## src/rtl/lcd1602_pkg.sv

```systemverilog
// Shared definitions for the HD44780 16x2 refresh controller: LCD command bytes,
// sequencer states and byte-transfer phases.
package lcd1602_pkg;

   localparam logic [7:0] CMD_FUNC_SET = 8'h38;
   localparam logic [7:0] CMD_DISP_ON  = 8'h0C;
   localparam logic [7:0] CMD_ENTRY    = 8'h06;
   localparam logic [7:0] CMD_CLEAR    = 8'h01;
   localparam logic [7:0] CMD_LINE1    = 8'h80;
   localparam logic [7:0] CMD_LINE2    = 8'hC0;

   typedef enum logic [2:0] {
      ST_PWR_WAIT,
      ST_INIT,
      ST_CLR_WAIT,
      ST_ADDR1,
      ST_LINE1,
      ST_ADDR2,
      ST_LINE2
   } state_t;

   typedef enum logic [1:0] {
      PH_IDLE,
      PH_SETUP,
      PH_PULSE,
      PH_HOLD
   } phase_t;

   // Init command sequence, in issue order
   function automatic logic [7:0] init_cmd(input logic [1:0] idx);
      case (idx)
         2'd0:    return CMD_FUNC_SET;
         2'd1:    return CMD_DISP_ON;
         2'd2:    return CMD_ENTRY;
         default: return CMD_CLEAR;
      endcase
   endfunction

endpackage

```

## src/rtl/lcd1602_byte_xfer.sv

```systemverilog
// Tick-paced single-byte LCD write: SETUP -> PULSE -> HOLD, one tick each.
// A start coinciding with done chains the next byte with no idle gap.
module lcd1602_byte_xfer
   import lcd1602_pkg::*;
(
   input  logic       clk,
   input  logic       rst,
   input  logic       tick,
   input  logic       start,
   input  logic       rs,
   input  logic [7:0] xfer_byte,
   output logic       LCD_EN,
   output logic       LCD_RS,
   output logic [7:0] LCD_DATA,
   output logic       done
);

   phase_t phase;
   phase_t phase_next;

   always_comb begin
      phase_next = phase;
      done       = 1'b0;
      if (phase == PH_HOLD && tick) begin
         done = 1'b1;
      end
      if (start) begin
         phase_next = PH_SETUP;
      end else if (tick) begin
         case (phase)
            PH_SETUP: phase_next = PH_PULSE;
            PH_PULSE: phase_next = PH_HOLD;
            PH_HOLD:  phase_next = PH_IDLE;
            default:  phase_next = phase;
         endcase
      end
   end

   // RS/DATA latched once at start and held for the whole transfer
   always_ff @(posedge clk or posedge rst) begin
      if (rst) begin
         phase    <= PH_IDLE;
         LCD_EN   <= 1'b0;
         LCD_RS   <= 1'b0;
         LCD_DATA <= 8'h00;
      end else begin
         phase  <= phase_next;
         LCD_EN <= (phase_next == PH_PULSE);
         if (start) begin
            LCD_RS   <= rs;
            LCD_DATA <= xfer_byte;
         end
      end
   end

endmodule

```

## src/rtl/lcd1602_refresh_ctrl.sv

```systemverilog
// HD44780 16x2 controller: power-up wait, init commands, then endless refresh
// of both lines from a host-written 32-character frame buffer.
module lcd1602_refresh_ctrl
   import lcd1602_pkg::*;
#(
   parameter int unsigned TICK_DIV  = 50000,
   parameter int unsigned PWR_TICKS = 20,
   parameter int unsigned CLR_TICKS = 2
) (
   input  logic       sys_clk,
   input  logic       rst,
   input  logic       wr_en,
   input  logic [4:0] wr_addr,
   input  logic [7:0] wr_data,
   output logic       init_done,
   output logic       frame_done,
   output logic [7:0] LCD_DATA,
   output logic       LCD_RS,
   output logic       LCD_RW,
   output logic       LCD_EN,
   output logic       LCD_ON
);

   localparam int unsigned CNT_W    = (TICK_DIV > 1) ? $clog2(TICK_DIV) : 1;
   localparam int unsigned WAIT_MAX = (PWR_TICKS > CLR_TICKS) ? PWR_TICKS : CLR_TICKS;
   localparam int unsigned WAIT_W   = (WAIT_MAX > 1) ? $clog2(WAIT_MAX + 1) : 1;

   logic [CNT_W-1:0]  tick_cnt;
   logic              tick;
   logic [7:0]        char_buf [32];
   state_t            state;
   state_t            state_d;
   logic [WAIT_W-1:0] wcnt;
   logic [WAIT_W-1:0] wcnt_d;
   logic [3:0]        idx;
   logic [3:0]        idx_d;
   logic [3:0]        next_idx;
   logic              start;
   logic              xfer_rs;
   logic [7:0]        xfer_byte;
   logic              xfer_done;
   logic              set_init;
   logic              frame_end;

   assign tick     = (tick_cnt == CNT_W'(TICK_DIV - 1));
   assign next_idx = idx + 4'd1;
   assign LCD_RW   = 1'b0;

   always_ff @(posedge sys_clk or posedge rst) begin
      if (rst) begin
         tick_cnt <= '0;
      end else if (tick) begin
         tick_cnt <= '0;
      end else begin
         tick_cnt <= tick_cnt + CNT_W'(1);
      end
   end

   always_ff @(posedge sys_clk or posedge rst) begin
      if (rst) begin
         for (int i = 0; i < 32; i++) begin
            char_buf[i] <= 8'h20;
         end
      end else if (wr_en) begin
         char_buf[wr_addr] <= wr_data;
      end
   end

   // Each transfer state means "that byte is on the bus"; the next byte starts on its done
   always_comb begin
      state_d   = state;
      wcnt_d    = wcnt;
      idx_d     = idx;
      start     = 1'b0;
      xfer_rs   = 1'b0;
      xfer_byte = 8'h00;
      set_init  = 1'b0;
      frame_end = 1'b0;
      case (state)
         ST_PWR_WAIT: begin
            if (tick) begin
               if (wcnt == WAIT_W'(PWR_TICKS - 1)) begin
                  start     = 1'b1;
                  xfer_byte = CMD_FUNC_SET;
                  idx_d     = '0;
                  state_d   = ST_INIT;
               end else begin
                  wcnt_d = wcnt + WAIT_W'(1);
               end
            end
         end
         ST_INIT: begin
            if (xfer_done) begin
               if (idx == 4'd3) begin
                  idx_d   = '0;
                  wcnt_d  = '0;
                  state_d = ST_CLR_WAIT;
               end else begin
                  idx_d     = next_idx;
                  start     = 1'b1;
                  xfer_byte = init_cmd(next_idx[1:0]);
               end
            end
         end
         ST_CLR_WAIT: begin
            if (tick) begin
               if (wcnt == WAIT_W'(CLR_TICKS - 1)) begin
                  set_init  = 1'b1;
                  start     = 1'b1;
                  xfer_byte = CMD_LINE1;
                  state_d   = ST_ADDR1;
               end else begin
                  wcnt_d = wcnt + WAIT_W'(1);
               end
            end
         end
         ST_ADDR1: begin
            if (xfer_done) begin
               start     = 1'b1;
               xfer_rs   = 1'b1;
               xfer_byte = char_buf[{1'b0, idx}];
               state_d   = ST_LINE1;
            end
         end
         ST_LINE1: begin
            if (xfer_done) begin
               idx_d = next_idx;
               start = 1'b1;
               if (idx == 4'd15) begin
                  xfer_byte = CMD_LINE2;
                  state_d   = ST_ADDR2;
               end else begin
                  xfer_rs   = 1'b1;
                  xfer_byte = char_buf[{1'b0, next_idx}];
               end
            end
         end
         ST_ADDR2: begin
            if (xfer_done) begin
               start     = 1'b1;
               xfer_rs   = 1'b1;
               xfer_byte = char_buf[{1'b1, idx}];
               state_d   = ST_LINE2;
            end
         end
         ST_LINE2: begin
            if (xfer_done) begin
               idx_d = next_idx;
               start = 1'b1;
               if (idx == 4'd15) begin
                  frame_end = 1'b1;
                  xfer_byte = CMD_LINE1;
                  state_d   = ST_ADDR1;
               end else begin
                  xfer_rs   = 1'b1;
                  xfer_byte = char_buf[{1'b1, next_idx}];
               end
            end
         end
         default: state_d = ST_PWR_WAIT;
      endcase
   end

   always_ff @(posedge sys_clk or posedge rst) begin
      if (rst) begin
         state      <= ST_PWR_WAIT;
         wcnt       <= '0;
         idx        <= '0;
         init_done  <= 1'b0;
         frame_done <= 1'b0;
         LCD_ON     <= 1'b0;
      end else begin
         state      <= state_d;
         wcnt       <= wcnt_d;
         idx        <= idx_d;
         init_done  <= init_done | set_init;
         frame_done <= frame_end;
         LCD_ON     <= 1'b1;
      end
   end

   lcd1602_byte_xfer u_xfer (
      .clk       (sys_clk),
      .rst       (rst),
      .tick      (tick),
      .start     (start),
      .rs        (xfer_rs),
      .xfer_byte (xfer_byte),
      .LCD_EN    (LCD_EN),
      .LCD_RS    (LCD_RS),
      .LCD_DATA  (LCD_DATA),
      .done      (xfer_done)
   );

endmodule

```

## config.mk

```make
export PLATFORM = sky130hd
export DESIGN_NAME = lcd1602_refresh_ctrl
export DESIGN_NICKNAME = d
export VERILOG_FILES = /design/src/rtl/lcd1602_pkg.sv /design/src/rtl/lcd1602_byte_xfer.sv /design/src/rtl/lcd1602_refresh_ctrl.sv
export SDC_FILE = /design/constraint.sdc
export NUM_CORES = 1
export LEC_CHECK = 0
export CAP_MARGIN = 15
export CORE_MARGIN = 8
export CORE_UTILIZATION = 50
export CTS_CLUSTER_SIZE = 30
export DETAILED_ROUTE_END_ITERATION = 8
export PLACE_DENSITY = 0.69
export SYNTH_ARGS = -nofsm -noshare
export SYNTH_HDL_FRONTEND = slang
export SYNTH_SLANG_ARGS = --single-unit
```

## constraint.sdc

```tcl
create_clock -name sys_clk -period 12.7 [get_ports sys_clk]
set_input_delay 1.27 -clock sys_clk [delete_from_list [all_inputs] [get_ports sys_clk]]
set_output_delay 1.27 -clock sys_clk [all_outputs]
set_load 0.05 [all_outputs]
```

-- Word-level counts from Yosys, hierarchy flattened
Index checks and enable logic that the tools add are counted.
- register bits after elaboration: 299
- latch bits: 0
- RAM bits: 0
- ROM bits: 0
- input port bits: 16
- output and inout port bits: 14
- word-level logic and storage cells: 177
- memories kept: 0
- $add $sub $neg: 3
- multiply operators: 0
- divide/modulo/power cells: 0
- order comparisons: 6
- eq/ne operators: 32
- shift operators: 0
- multiplexer cells: 75
- bitwise operators: 6
- reduce and logical (&&, ||, !) cells: 12
- operators with widths (operator ; count):
    bitwise mux 256 bit ; 1
    binary-select mux 8 bit (select 5 bit) ; 4
    2-to-1 mux 8 bit ; 17
    case mux 8 bit (7 select lines) ; 1
    demux 8 bit (select 5 bit) ; 1
    2-to-1 mux 3 bit ; 12
    >= comparator 6 bit (second input constant) ; 5
    2-to-1 mux 5 bit ; 6
    2-to-1 mux 6 bit ; 4
    case mux 3 bit (7 select lines) ; 1
    2-to-1 mux 4 bit ; 5
    inverter 5 -> 6 bit ; 3
    case mux 6 bit (3 select lines) ; 1
    adder 16 x 1 -> 16 bit (second input constant) ; 1
    equality test 16 bit (second input constant) ; 1
    2-to-1 mux 16 bit ; 1
    inequality test 2 x 1 -> 1 bit (second input constant) ; 8
    case mux 5 bit (3 select lines) ; 1
    2-to-1 mux 1 bit ; 14
    inequality test 2 bit (second input constant) ; 7
    inverter 4 -> 6 bit ; 2
    case mux 4 bit (3 select lines) ; 1
    AND reduction 12 bit ; 1
    equality test 3 bit (second input constant) ; 3
    24 further kinds ; 33

-- Depth between registers and ports, before layout
Gate-level depths: netlist of run 1.
- depth after elaboration: 8
- gate-level depth with buffers: 16
- mapped depth without buffers: 8

-- Hierarchy
Synthesis of run 1 repeated with hierarchy kept, for this count alone.
- cells, all modules: 1218
- area total of the unflattened synthesis: 16372.0 um^2
- modules (own cells, without submodules) (module ; times used ; cells each ; area an instance (um^2) ; seq. area each (um^2)):
    lcd1602_refresh_ctrl ; 1 ; 1183 ; 15842.7 ; 7221.9
    lcd1602_byte_xfer ; 1 ; 35 ; 529.3 ; 300.3

-- Least setup slack after synthesis of run 1
OpenSTA, ideal clock, no wires.
- path type: register -> register
- start: register idx[0]
- end: register u_xfer.LCD_DATA[0]
- setup time: 0.140 ns
- data arrival time: 3.348 ns
- data required time: 12.560 ns
- slack: 9.212 ns
- stages on the path, launching flop included: 16
- buffers on the path: 8
- period minus slack after synthesis: 3.488 ns
- cells stage by stage: dfrtp_1 -> buf_4 -> buf_6 -> buf_4 -> buf_4 -> buf_2 -> inv_1 -> ha_1 -> buf_2 -> buf_2 -> buf_1 -> mux4_2 -> mux2i_1 -> nor3_1 -> a2111oi_0 -> o21ai_1
- cells in the longest elaborated chain, start to end: 8
- elaborated cells between the ends (all ways): 35
- classes of those cells: add/sub: 1; eq/ne: 4; mux: 25; bitwise: 4; reduce/logical: 1
- RTL lines (item ; RTL line ; source):
    start: declaration ; lcd1602_refresh_ctrl.sv:35 ; logic [3:0] idx;
    start signal: assignment ; lcd1602_refresh_ctrl.sv:175 ; idx <= idx_d;
    adder 4 x 1 -> 4 bit ; lcd1602_refresh_ctrl.sv:46 ; assign next_idx = idx + 4'd1;
    inverter 5 -> 6 bit (implied by the code) or inverter 4 -> 6 bit (tied branches) ; lcd1602_refresh_ctrl.sv:156, lcd1602_refresh_ctrl.sv:134 ;
    binary-select mux 8 bit (select 5 bit), on equally long branches ; lcd1602_refresh_ctrl.sv:156, lcd1602_refresh_ctrl.sv:134 ;
    2-to-1 mux 8 bit, on equally long branches (2 in a row) ; lcd1602_refresh_ctrl.sv:156, lcd1602_refresh_ctrl.sv:134 ;
    2-to-1 mux 8 bit, on equally long branches ; lcd1602_refresh_ctrl.sv:150, lcd1602_refresh_ctrl.sv:129 ;
    2-to-1 mux 8 bit, on equally long branches ; lcd1602_refresh_ctrl.sv:147, lcd1602_refresh_ctrl.sv:126 ;
    case mux 8 bit (7 select lines) ; lcd1602_refresh_ctrl.sv:79 ; case (state)
    end signal: assignment ; lcd1602_byte_xfer.sv:51 ; LCD_DATA <= xfer_byte;
    end: declaration ; lcd1602_byte_xfer.sv:14 ; output logic [7:0] LCD_DATA,
Parallel ways exist; a longest one is shown, timed or not. The select of a mux whose other input is x is not followed.
A chain may end at the register's enable or synchronous reset.

-- Worst setup path after layout of run 1
- start: register idx[1]
- end: register u_xfer.LCD_DATA[4]
The elaborated chain is that of the path after synthesis.

==> results of run 1 <==
[how the worst max path moves through the flow]
stage                                     endpoint  slack [ns]  cells past startpoint          startpoint
global placement    u_xfer.LCD_DATA[3]$_DFFE_PP0P_        8.72                      9  idx[1]$_DFFE_PP0P_
global route        u_xfer.LCD_DATA[3]$_DFFE_PP0P_        8.47                      9  idx[1]$_DFFE_PP0P_
detailed placement  u_xfer.LCD_DATA[3]$_DFFE_PP0P_        8.74                      9  idx[1]$_DFFE_PP0P_
finish              u_xfer.LCD_DATA[4]$_DFFE_PP0P_        8.66                      9  idx[1]$_DFFE_PP0P_
floorplan                         LCD_ON$_DFF_PP0_        3.22                      1                 rst
CTS                 u_xfer.LCD_DATA[3]$_DFFE_PP0P_        8.73                      9  idx[1]$_DFFE_PP0P_
[stage by stage]
stage	util [%]	total power (uW)	hold slack [ns]
3_3_place_gp	52.3	1630	0.449
5_1_grt	56.2	2770	0.511
6_report	56.2	2660	0.473
2_1_floorplan	-	1520	0.449
3_5_place_dp	52.4	1650	0.454
4_1_cts	56.0	2670	0.482
[Yosys cell counts, drive strengths merged (4+ instances only)]
library cell,instances
dfrtp,267
mux2,259
mux4,113
mux2i,76
nand2,64
clkbuf,49
buf,40
nor2,39
dfstp,32
o21ai,26
a21oi,23
nand3,20
nor3,17
nor2b,12
inv,11
xor2,11
a31oi,9
ha,9
a211oi,8
a221oi,8
a22oi,8
xnor2,8
a22o,6
nand3b,5
nor3b,5
o31ai,5
and2,4
and3,4
nand2b,4
nand4bb,4
o211ai,4
o22ai,4
[routing by layer]
layer  GRT usage (%)  vias up  routed length [um]
met4            7.63        4                1220
met3            6.32       91                3690
met2            33.3      439               19600
met1            31.7     5553               18600
met5               0        -                  23
li1                -     4591                   -
[power breakdown]
| part | internal (uW) | leakage [uW] | total, uW | switching (uW) |
|---|---|---|---|---|
| Sequential | 1130 | 0.00378 | 1250 | 125 |
| Combinational | 239 | 0.00323 | 387 | 148 |
| Clock | 626 | 0.000579 | 1020 | 390 |
| Total | 1990 | 0.00759 | 2660 | 664 |
[critical path: cells and delay by family, from the launching register on]
family | cells | cell delay [ns]
AO/OA/AOI/OAI | 4 | 0.95
AND/OR/NAND/NOR | 1 | 0.14
flip-flops | 1 | 0.80
buffers and inverters | 2 | 1.06
multiplexers | 1 | 0.40
adder cells (fa/ha/maj) | 1 | 0.50
[state kept, by name (all words and copies together), names as in the netlist, 2 cells and up]
signal and cells:
idx 4, char_buf 256, tick_cnt 16, state 3, u_xfer.phase 2, u_xfer.LCD_DATA 8, wcnt 5
[cells in the final DEF (no fill, tap or decap), types with 5 or more instances in the layout]
cell / n
sky130_fd_sc_hd__mux4_2: 113
sky130_fd_sc_hd__o21ai_0: 10
sky130_fd_sc_hd__nor3b_1: 5
sky130_fd_sc_hd__xnor2_1: 6
sky130_fd_sc_hd__clkbuf_16: 38
sky130_fd_sc_hd__a211oi_1: 7
sky130_fd_sc_hd__a22oi_1: 8
sky130_fd_sc_hd__nor3_1: 17
sky130_fd_sc_hd__nand3_1: 20
sky130_fd_sc_hd__mux2_2: 257
sky130_fd_sc_hd__xor2_1: 11
sky130_fd_sc_hd__nand2_1: 64
sky130_fd_sc_hd__a221oi_1: 8
sky130_fd_sc_hd__a22o_1: 6
sky130_fd_sc_hd__o21ai_1: 16
sky130_fd_sc_hd__nor2_1: 38
sky130_fd_sc_hd__mux2i_1: 76
sky130_fd_sc_hd__dfrtp_1: 265
sky130_fd_sc_hd__clkbuf_8: 9
sky130_fd_sc_hd__nand3b_1: 5
sky130_fd_sc_hd__clkbuf_1: 9
sky130_fd_sc_hd__buf_4: 14
sky130_fd_sc_hd__o31ai_1: 5
sky130_fd_sc_hd__clkinv_2: 5
sky130_fd_sc_hd__ha_1: 8
sky130_fd_sc_hd__a21oi_1: 23
sky130_fd_sc_hd__inv_1: 9
sky130_fd_sc_hd__nor2b_1: 12
sky130_fd_sc_hd__clkdlybuf4s50_1: 28
sky130_fd_sc_hd__dfstp_2: 32
sky130_fd_sc_hd__a31oi_1: 9
[cell families (layout without fill, tap and decap cells)]
family / count (synthesis) / in the layout
flops: 299 / 299
other cells: 2 / 2
xor+xnor: 19 / 19
fa+ha+maj: 9 / 9
compound gates: 123 / 123
mux: 448 / 448
buf+inv: 100 / 122
simple gates: 202 / 202
[cell type report]
cell class | instances | area share [%]
Clock buffer | 55 | 5.94
Multi-Input combinational cell | 803 | 46.3
Sequential cell | 299 | 41.3
Tap cell | 442 | 3.03
Inverter | 11 | 0.268
Timing Repair Buffer | 48 | 2.69
Clock inverter | 8 | 0.508
==> flow_results.org, run 1 <==
** Routing
- Using the TritonRoute via totals, the vias-per-cell ratio works out to 6.41.
- Number of routed nets with antenna violations :: 0
- DR DRC count :: 0
- 1st-iter DRT viols :: 1,103
- Mean routed wirelength per cell :: 25.9 um
- DR vias :: 10.7k
- For this block, the routed nets add up to 43,100 um of wire.
- Number of iterations in the first detailed-routing pass :: 5

** STA
- Setup total negative slack on the finished layout was measured at 0 ns.
- Worst-Margin Slew :: 1.10 ns
- Timing would allow up to 247 MHz.
- Setup violations remaining at the end of the flow were counted as 0.
- The final number of hold-violating endpoints came to 0.
- The final critical path takes up 31.8% of the cycle.
- Crit path time final :: 4.04 ns
- Tightest slew margin relative to the limit :: 26.6%
- Final count of pins violating max slew :: 0
- Setup repair after global routing missed its margin :: no
- Crit path setup slack, layout :: 8.66 ns
- The clock arrives with 0.0102 ns of skew.

** Min path
- The worst hold path terminates at init_done$_DFF_PP0_.
- Startpoint of the most critical hold path :: init_done$_DFF_PP0_
- Counting instances, the worst hold path has a depth of 1.
- Class of the tightest hold or removal check :: flop to flop

** Run status
- The run finished with clean final reports.

** Yosys
- Largest area contributor in the netlist :: sky130_fd_sc_hd__dfrtp_1
- Multiplexer cells account for 37.9% of the synthesized area.
- Counting flops with a built-in enable in the synthesized netlist gives 0.
- After synthesis, the share of flip-flops with an asynchronous set or reset is 100%.
- After synthesis the cells add up to 16,400 um^2.
- Register bit count reported by yosys :: 299
- Post-synthesis compound-gate area fraction :: 5.08%
- After synthesis, the netlist uses 71 different library cells.
- Synth Area in Adders :: 0.686%
- Synthesized area per cell :: 13.7 um^2
- After synthesis, the cell types taking the most area are sky130_fd_sc_hd__dfrtp_1, sky130_fd_sc_hd__mux2_2, sky130_fd_sc_hd__mux4_2.
- Warnings from Yosys :: 0
- Synthesized net count :: 1,227
- The share of the Yosys chip area taken by registers is 45.8%.
- The synthesized design devotes to its leading area cell type 40.7% of total area.
- Cell count after synthesis :: 1,202
- After synthesis, the largest family of logic cells by area is multiplexers.
- Among all flip-flop cells after synthesis, the most frequent one is sky130_fd_sc_hd__dfrtp_1.
- Of the total synthesized cell area, the portion taken by XOR and XNOR cells is 1.01%.
- Of the total synthesized cell area, the portion taken by AND, OR, NAND and NOR gates is 6.53%.

** Die
- Die W :: 197 um
- Once the floorplan was initialized, standard cells occupied 50.6% of the core.
- The floorplan step set the die height to 197 um.
- Pin placement for this block handled 30 I/O pins.
- The region available for standard cell placement spans 32,500 um^2.
- The floorplan step defined a die boundary enclosing 38,900 um^2.
- Standard-cell row count :: 66

** Cells and area
- Number of nets in the finished design :: 1,223
- After filler insertion, the fill cell instance count of the layout stands at 2,630.
- Storage cell area :: 7530 um^2
- The repair_antennas step left the layout with diodes totalling 0.
- The multi-input combinational cells in the finished layout cover a total of 8440 um^2.
- Layout overhead on the synthesized area :: 11.1%
- Final cell area excluding filler cells :: 18,200 um^2
- Fraction of layout cells with a size suffix above 1 :: 40.2%
- After the flow finishes, the layout carries non-filler instances totaling 1,666.

** Critical path
- For the worst flop-to-flop path, the logic depth is 9.
- Among all stages on the critical path, the largest delay is contributed by sky130_fd_sc_hd__dfrtp_1.
- The worst register-to-register path ends at u_xfer.LCD_DATA[4]$_DFFE_PP0P_.
- Maximum single-stage delay on the critical path :: 0.80 ns
- Most numerous cell on the critical path :: sky130_fd_sc_hd__buf_4
- STA classifies the critical path startpoint as a flop.
- Worst reg2reg startpoint :: idx[1]$_DFFE_PP0P_
- In this run the worst path has a maximum fanout of 40.
- Internal reg-to-reg setup slack :: 8.66 ns
- The worst setup path is of the flop to flop kind.
- Traced cell by cell, the critical path runs through buf_4, ha_4, buf_4, mux4_2, nor2b_1, a211oi_1, a21oi_1, a221oi_1, o21ai_1.
- Critical Path RT :: 13.06 ns
- CP Capture Type :: flop
- STA puts the critical path data arrival time at 4.41 ns.

** Place
- Placed cell area :: 17,000 um^2
- Worst slack at placement :: 8.74 ns
- Port buffering added 28 buffers.
- Number of instances in the placed design :: 1,599
- Once detailed placement completed, the half-perimeter wirelength came to 28,000 um.
- Routability-driven placement finished with a final weighted congestion of 0.870.

** Global routing
- For this run the aggregate overflow at the end of global routing stands at 0.
- The initial antenna violation count was 2.
- The first global-routing pass estimated 67,500 um of wire.
- Via count of the first global-routing pass :: 11.0k
- Total GRT Usage :: 22.5%
- Largest net degree at the start of global routing :: 180

** Clock network
- CTS-repair resized insts :: 0
- In this run the deepest clock path goes through 3 buffers.
- Buffers inserted to repair hold after CTS numbered 0.
- The H-tree was split into 2 levels.
- Post-CTS Repair Setup Buffers :: 0
- The clock drives 299 sinks.
- Clock buffers created by TritonCTS :: 35
- TritonCTS built the clock tree.
- Clock Latency Late Sink :: 0.51 ns
- The cell sitting at the root of the clock tree is a sky130_fd_sc_hd__clkbuf_16.
- Clock input transition at the sequential cells of the worst setup and hold paths :: 0.06 ns

** Pwr
- Dividing total power by cell area gives a power density of 146 nW/um^2.
- IR analysis of the VDD net gives a maximum drop of 0.0774 mV.
- Leak Pwr :: 0.00759 uW

** Flow run
- The tool flagged a number of max-cap violations equal to 0.
Power figures use the tool's default switching activity.
==> run 2: changes to the inputs <==
==> constraint.sdc (replaced) <==
create_clock -name sys_clk -period 4.2 [get_ports sys_clk]
set_input_delay 0.42 -clock sys_clk [delete_from_list [all_inputs] [get_ports sys_clk]]
set_output_delay 0.42 -clock sys_clk [all_outputs]
set_load 0.05 [all_outputs]
==> run 2 against run 1 <==
Against the previous run:
- cell count increased by 0.96%
- register-to-register slack got worse by 7.6 ns
- via count increased by 2.1%
- die area unchanged
- clock power increased to 2.9 times the previous value
- core utilization increased by 0.29 points
- critical path type unchanged
- global-route usage increased by 0.38 points
- routed wire length increased by 0.93%
- first-iteration DRC count decreased by 23%
==> flow_results.org, run 2 (synthesis gave the netlist of run 1 again) <==
** STA
- The final number of hold-violating endpoints was 0.
- In this run the tightest slew margin relative to its limit is 24.2%.
- Setup total negative slack on the finished layout was measured at 0 ns.
- Final-report setup violation count :: 0
- The max-slew violation count is 0.
- Worst-Margin Slew :: 1.13 ns
- Timing would allow up to 316 MHz.
- Setup repair after global routing left no endpoint under its margin.
- Crit path time final :: 3.17 ns
- The final critical path takes up 75.4% of the cycle.
- Across all hold checks on the routed design, the worst slack comes to 0.459 ns.
- Final setup skew :: 0.0197 ns

** Clock network
- In this run the deepest clock path goes through 3 buffers.
- CTS-repair resized insts :: 0
- At the later pin of the worst-skew pair, clock insertion delay measures 0.51 ns.
- Clock tree from TritonCTS :: built
- Clock input transition at the sequential cells of the worst setup and hold paths :: 0.06 ns
- The tree is rooted in a sky130_fd_sc_hd__clkbuf_16.
- H-tree levels :: 2
- Once the clock tree was built, the setup fixing pass inserted 0 buffers.
- TritonCTS created 35 clock buffers.
- Hold Buf Count CTS :: 0
- Clock sink total :: 299

** Die
- 30 I/O pins were placed.
- The total area inside the core boundary comes to 32,500 um^2.
- The die covers 38,900 um^2.
- The die is 197 um tall.
- Initial core utilization :: 50.6%
- Measured along the x axis, the die boundary spans 197 um.
- The initialized floorplan defines 66 standard-cell rows.

** Cells and area
- Compared with the post-synthesis result, the final layout area differs by 11.7%.
- Commonest non-fill, non-tap cells in the layout :: sky130_fd_sc_hd__dfrtp_1, sky130_fd_sc_hd__mux2_2, sky130_fd_sc_hd__mux4_2
- Once layout is complete, the utilization of the core stands at 56.5%.
- The finished cells cover 18,300 um^2.
- The register with the most flip-flops in the layout has 256 of them.
- Register name with the most flops :: char_buf
- In the final design database the tool counted 1,242 nets.
- Cells with a size suffix above 1 make up 40.6% of the layout.
- Filler instances :: 2,639
- The number of antenna diodes in the final layout is 0.
- Largest registers ranked by flip-flop count :: char_buf x256, tick_cnt x16, u_xfer.LCD_DATA x8
- Commonest non-fill, non-tap cell in the layout :: sky130_fd_sc_hd__dfrtp_1

** Critical path
- STA puts the critical path data required time at 4.55 ns.
- Classification of the worst setup path :: flop to flop
- Maximum fanout count along the critical path :: 20
- CP Capture Type :: flop
- Reg-to-reg critical path endpoint :: u_xfer.LCD_DATA[0]$_DFFE_PP0P_
- Critical Path AT :: 3.52 ns
- In this run the register-to-register setup slack is 1.03 ns.
- Startpoint type of the worst setup path :: flop
- Worst reg2reg startpoint :: idx[1]$_DFFE_PP0P_
- Number of cell instances on the worst register-to-register path :: 7

** Routing
- Wires add up to 43,500 um.
- Number of iterations in the first detailed-routing pass :: 5
- DR vias :: 10.9k
- Number of routed nets with antenna violations :: 0
- Via density :: 6.48
- Dividing the detail-routed wire length by the instance count gives 25.9 um.
- The detailed router finished its first iteration with 854 violations.
- For this run, design rule violations remaining after detail routing come to 0.

** Pwr
- For this design the ratio of total power to cell area is 430 nW/um^2.
- In this run the static leakage power is 0.00765 uW.
- Tot Pwr :: 7890 uW
- Worst vdd rail ir drop :: 0.269 mV

** Place
- At the end of routability-driven placement, the weighted congestion stood at 0.954.
- Placed cell area :: 17,200 um^2
- Port buffering added 28 buffers.
- Estimated wirelength of the detail-placed design :: 29,300 um

** Global routing
- For this run the aggregate overflow at the end of global routing stands at 0.
- Number of antenna violations at the first check in global routing :: 0
- Total GRT Usage :: 22.9%
- First-pass GRT wire length :: 68,700 um
- Entering global routing, the biggest net connects 89 pins.
- Via count of the first global-routing pass :: 11.0k

** Flow run
- Across the run, the number of max-cap violations was 0.

** Run status
- Status :: completed

** Min path
- Class of the tightest hold or removal check :: input pin to asynchronous set/reset pin
==> run 2: cell count changes in the layout (fill, tap and decap cells not counted) <==
cell | previous run | this run
sky130_fd_sc_hd__buf_4 | 14 | 29
sky130_fd_sc_hd__buf_12 | 1 | 6
sky130_fd_sc_hd__clkbuf_1 | 9 | 14
sky130_fd_sc_hd__clkbuf_8 | 9 | 4
sky130_fd_sc_hd__clkbuf_16 | 38 | 35
sky130_fd_sc_hd__buf_16 | 0 | 1
sky130_fd_sc_hd__buf_8 | 4 | 3
sky130_fd_sc_hd__clkinv_2 | 5 | 4
sky130_fd_sc_hd__inv_6 | 0 | 1
sky130_fd_sc_hd__inv_8 | 1 | 0
==> run 2: critical path: stages, from the launching register on <==
cell                        delay [ns]
sky130_fd_sc_hd__dfrtp_1          0.72
sky130_fd_sc_hd__buf_4            0.48
sky130_fd_sc_hd__nand3_1          0.23
sky130_fd_sc_hd__xnor2_2          0.69
sky130_fd_sc_hd__buf_4            0.29
sky130_fd_sc_hd__nor3_1           0.06
sky130_fd_sc_hd__a2111oi_0        0.44
sky130_fd_sc_hd__o21ai_1          0.10
==> run 2: final cells by class <==
type / count / area [um^2] / share of cell area [%]
Tap cell: 442 / 553 / 3.02
Clock buffer: 53 / 983 / 5.37
Clock inverter: 7 / 88.8 / 0.485
Multi-Input combinational cell: 803 / 8440 / 46.1
Sequential cell: 299 / 7530 / 41.1
Inverter: 11 / 45.0 / 0.246
Timing Repair Buffer: 67 / 691 / 3.77
==> run 2: where the power goes <==
group / switching (uW) / internal [uW]
combinational: 467 / 729
clock: 1180 / 1730
sequential: 370 / 3410
==> run 2: metrics by stage <==
stage                     worst slack (ns)  std cells
final                                 1.03       1682
after global routing                 0.842       1682
after CTS                             1.07       1678
after detailed placement              1.12       1618
after global placement                1.13       1618
after floorplan                     -0.167       1202
==> run 2: layer usage <==
metal | vias to the layer above | GRT usage [%] | part of all wire (%)
met2 | 409 | 35.1 | 46
met5 | - | 0 | 0
met4 | 0 | 5.88 | 2.2
met1 | 5799 | 33.1 | 44
met3 | 72 | 4.63 | 7.7
li1 | 4623 | - | -
==> run 2: how the worst max path moves through the flow <==
stage,cells past startpoint,from,end
after floorplan,1,rst,LCD_ON$_DFF_PP0_
after global placement,7,idx[1]$_DFFE_PP0P_,u_xfer.LCD_DATA[0]$_DFFE_PP0P_
after detailed placement,8,idx[1]$_DFFE_PP0P_,u_xfer.LCD_DATA[3]$_DFFE_PP0P_
after CTS,8,idx[1]$_DFFE_PP0P_,u_xfer.LCD_DATA[6]$_DFFE_PP0P_
after global routing,8,idx[1]$_DFFE_PP0P_,u_xfer.LCD_DATA[6]$_DFFE_PP0P_
final,7,idx[1]$_DFFE_PP0P_,u_xfer.LCD_DATA[0]$_DFFE_PP0P_
==> run 3: changes to the inputs <==
--- a/config.mk
+++ b/config.mk
@@ -10,7 +10,7 @@
 export CORE_UTILIZATION = 50
 export CTS_CLUSTER_SIZE = 30
 export DETAILED_ROUTE_END_ITERATION = 8
-export PLACE_DENSITY = 0.69
+export PLACE_DENSITY = 0.72
 export SYNTH_ARGS = -nofsm -noshare
 export SYNTH_HDL_FRONTEND = slang
 export SYNTH_SLANG_ARGS = --single-unit
==> constraint.sdc (replaced) <==
create_clock -name sys_clk -period 2.6 [get_ports sys_clk]
set_input_delay 0.26 -clock sys_clk [delete_from_list [all_inputs] [get_ports sys_clk]]
set_output_delay 0.26 -clock sys_clk [all_outputs]
set_load 0.05 [all_outputs]
==> run 3 against run 2 <==
Against the previous run:
- critical path depth rose by 3
- core utilization increased by 2.4 points
- flip-flop and latch count did not move
- routed wire length about the same
- total power up 64%
- highest routed layer is now met5
- critical path type unchanged
- setup slack got worse by 1.0 ns
- largest power group unchanged
- clock skew grew 0.0050 ns
- non-clock buffer count increased by 74
- fmax increased by 22%
- final area is 4.2% higher
- sequential share of layout area down 1.6 points
- clock power grew 67%
==> flow_results.org, run 3 (synthesis gave the netlist of run 1 again) <==
** Critical path
- Internal reg-to-reg setup slack :: 0.0003 ns
- For the worst setup path, the data required time is 3.00 ns.
- The slowest stage of the critical path belongs to the cell sky130_fd_sc_hd__dfrtp_4.
- Worst reg2reg startpoint :: idx[0]$_DFFE_PP0P_
- In this run the worst setup path begins at idx[0]$_DFFE_PP0P_.
- The worst setup path is launched from a flop.
- Most numerous cell on the critical path :: sky130_fd_sc_hd__buf_4
- The critical path crosses 10 cells after its start point.
- Maximum single-stage delay on the critical path :: 0.54 ns
- Cell-by-cell trace of the critical path :: ha_1, xnor2_2, buf_12, buf_4, mux2i_1, buf_4, or3_1, o2111ai_1, a31oi_1, o21ai_1
- The worst setup path is captured at a flop.
- Data arrives at the worst endpoint at 3.00 ns.
- Classification of the worst setup path :: flop to flop
- In this run the worst path has a maximum fanout of 19.
- Kind of cell adding the most delay to the critical path :: buffers and inverters
- Crit path buf inv count :: 3
- The worst register-to-register path has a depth of 10.
- Reg-to-reg critical path endpoint :: u_xfer.LCD_DATA[7]$_DFFE_PP0P_

** STA
- The final number of hold-violating endpoints was 0.
- The worst pin sits at a relative slew slack of 56.9%.
- After layout, the worst setup slack is 0.000310 ns.
- Final-report setup violation count :: 0
- The final critical path takes up 100% of the cycle.
- Setup repair after global routing could not meet its margin everywhere.
- Final count of pins violating max slew :: 0
- For the pin with the worst max-slew slack, the measured transition is 0.646 ns.
- Summed over all failing endpoints, the final setup total negative slack is 0 ns.
- Crit path time final :: 2.60 ns
- Maximum clock frequency :: 385 MHz
- Across the routed clock network, the largest skew measured is 0.0247 ns.

** Die
- Die footprint :: 38,900 um^2
- Initial core utilization :: 50.6%
- 30 I/O pins were placed.
- Measured along the y axis, the die boundary spans 197 um.
- Standard-cell row count :: 66
- Die W :: 197 um
- Floorplan core area :: 32,500 um^2

** Global routing
- First-pass GRT wire length :: 68,600 um
- The number of global-route vias before repair is 11.4k.
- Largest net degree at the start of global routing :: 68
- Number of antenna violations at the first check in global routing :: 1
- Global routing consumed, over all layers together, 22.7% of the routing resources.
- Overflow left after global routing :: 0

** Cells and area
- From synthesis to final layout, the design area changed by 16.3%.
- Counting flops per register, the top entry is char_buf.
- Largest registers ranked by flip-flop count :: char_buf x256, tick_cnt x16, u_xfer.LCD_DATA x8
- After the last flow step, the layout net total stands at 1,315.
- The number of antenna diodes in the final layout is 0.
- Fraction of layout cells with a size suffix above 1 :: 45.1%
- Commonest non-fill, non-tap cell in the layout :: sky130_fd_sc_hd__dfrtp_1
- Number of flip-flops in the largest register :: 256
- Commonest non-fill, non-tap cells in the layout :: sky130_fd_sc_hd__dfrtp_1, sky130_fd_sc_hd__mux2_2, sky130_fd_sc_hd__mux4_2

** Pwr
- The design draws 12,900 uW.
- For this design the static power due to leakage is 0.00805 uW.
- Worst vdd rail ir drop :: 0.538 mV
- Dividing total power by cell area gives a power density of 676 nW/um^2.

** Clock network
- The longest clock path from root to sink contains 3 buffers.
- The clock tree synthesis step divided the H-tree into 2 levels.
- Clock root cell :: sky130_fd_sc_hd__clkbuf_16
- Hold Buf Count CTS :: 0
- The tree built by TritonCTS fans out to 299 sinks.
- The clock reaches the later pin of the worst-skew pair after 0.52 ns.
- Clock tree from TritonCTS :: built
- Clock-pin slew was measured on the worst setup and hold paths at 0.07 ns.
- Counting the buffers created by CTS gives 34.

** Routing
- DR vias :: 11.1k
- DR DRC count :: 0
- Number of routed nets with antenna violations :: 0
- After detailed routing, the average wire length per cell comes to 24.8 um.
- Wires add up to 43,500 um.
- The first detailed-routing pass took 6 iterations.
- 1st-iter DRT viols :: 1,312
- In the routed layout, each cell is associated on average with a via count of 6.32.

** Min path
- In this run the worst hold path is classified as input pin to asynchronous set/reset pin.

** Run status
- The flow ran to the end, and the final reports show no timing, DRC or antenna violations.

** Place
- At the end of routability-driven placement, the weighted congestion stood at 0.998.
- Worst slack at placement :: 0.0177 ns
- The count of buffers added on input and output ports is 28.
- The HPWL after detailed placement is 30,000 um.

** Flow run
- Across the run, the number of max-cap violations was 0.
run 3: timing repair:
item | in CTS | in global routing
gates resized for setup | 0 | 11
buffers inserted | 0 | 10
hold endpoints to repair | 0 | 0
setup endpoints to repair | 0 | 7
run 3: worst max-delay path by stage:
stage / endpoint / slack, ns
after floorplan: LCD_ON$_DFF_PP0_ / -1.61
after global placement: u_xfer.LCD_DATA[0]$_DFFE_PP0P_ / 0.003
after detailed placement: u_xfer.LCD_DATA[4]$_DFFE_PP0P_ / 0.02
after CTS: u_xfer.LCD_DATA[4]$_DFFE_PP0P_ / 0.002
after global routing: u_xfer.LCD_DATA[0]$_DFFE_PP0P_ / -0.02
final: u_xfer.LCD_DATA[7]$_DFFE_PP0P_ / 0.0003
run 3: where the power goes:
part           internal (uW)  switching [uW]  total (uW)
clock network           2950            1910        4850
registers               5510             610        6120
logic                   1200             736        1940
total                   9660            3250       12900
run 3: through the flow:
step                      std cells  instance area (um^2)  hold WS (ns)  util (%)
final                          1757                 19100         0.110      58.8
after global routing           1757                 19100         0.133      58.8
after CTS                      1747                 19000         0.116      58.4
after detailed placement       1686                 17800         0.458      55.0
after global placement         1686                 17800         0.449      55.0
after floorplan                1202                 16500         0.412         -
run 3: final cells by class:
type | instances | area [um^2]
inverter | 11 | 45.0
tap | 442 | 553
clock buffer | 50 | 992
clock inverter | 11 | 136
multi-input combinational | 803 | 8490
sequential | 299 | 7530
timing repair buffer | 141 | 1350
fill | 2514 | 13400
run 3: layer usage:
layer / track usage [%] / part of all wire [%] / up-vias
li1: - / - / 4781
met1: 32.7 / 44 / 5850
met2: 35.0 / 47 / 393
met3: 4.24 / 6.8 / 84
met4: 6.02 / 2.2 / 2
met5: 0 / 0.030 / -
run 3: worst register-to-register path: stages (launching register included):
cell and delay (ns):
sky130_fd_sc_hd__dfrtp_4 0.54, sky130_fd_sc_hd__ha_1 0.27, sky130_fd_sc_hd__xnor2_2 0.21, sky130_fd_sc_hd__buf_12 0.24, sky130_fd_sc_hd__buf_4 0.21, sky130_fd_sc_hd__mux2i_1 0.35, sky130_fd_sc_hd__buf_4 0.20, sky130_fd_sc_hd__or3_1 0.10
sky130_fd_sc_hd__o2111ai_1 0.12, sky130_fd_sc_hd__a31oi_1 0.18, sky130_fd_sc_hd__o21ai_1 0.08
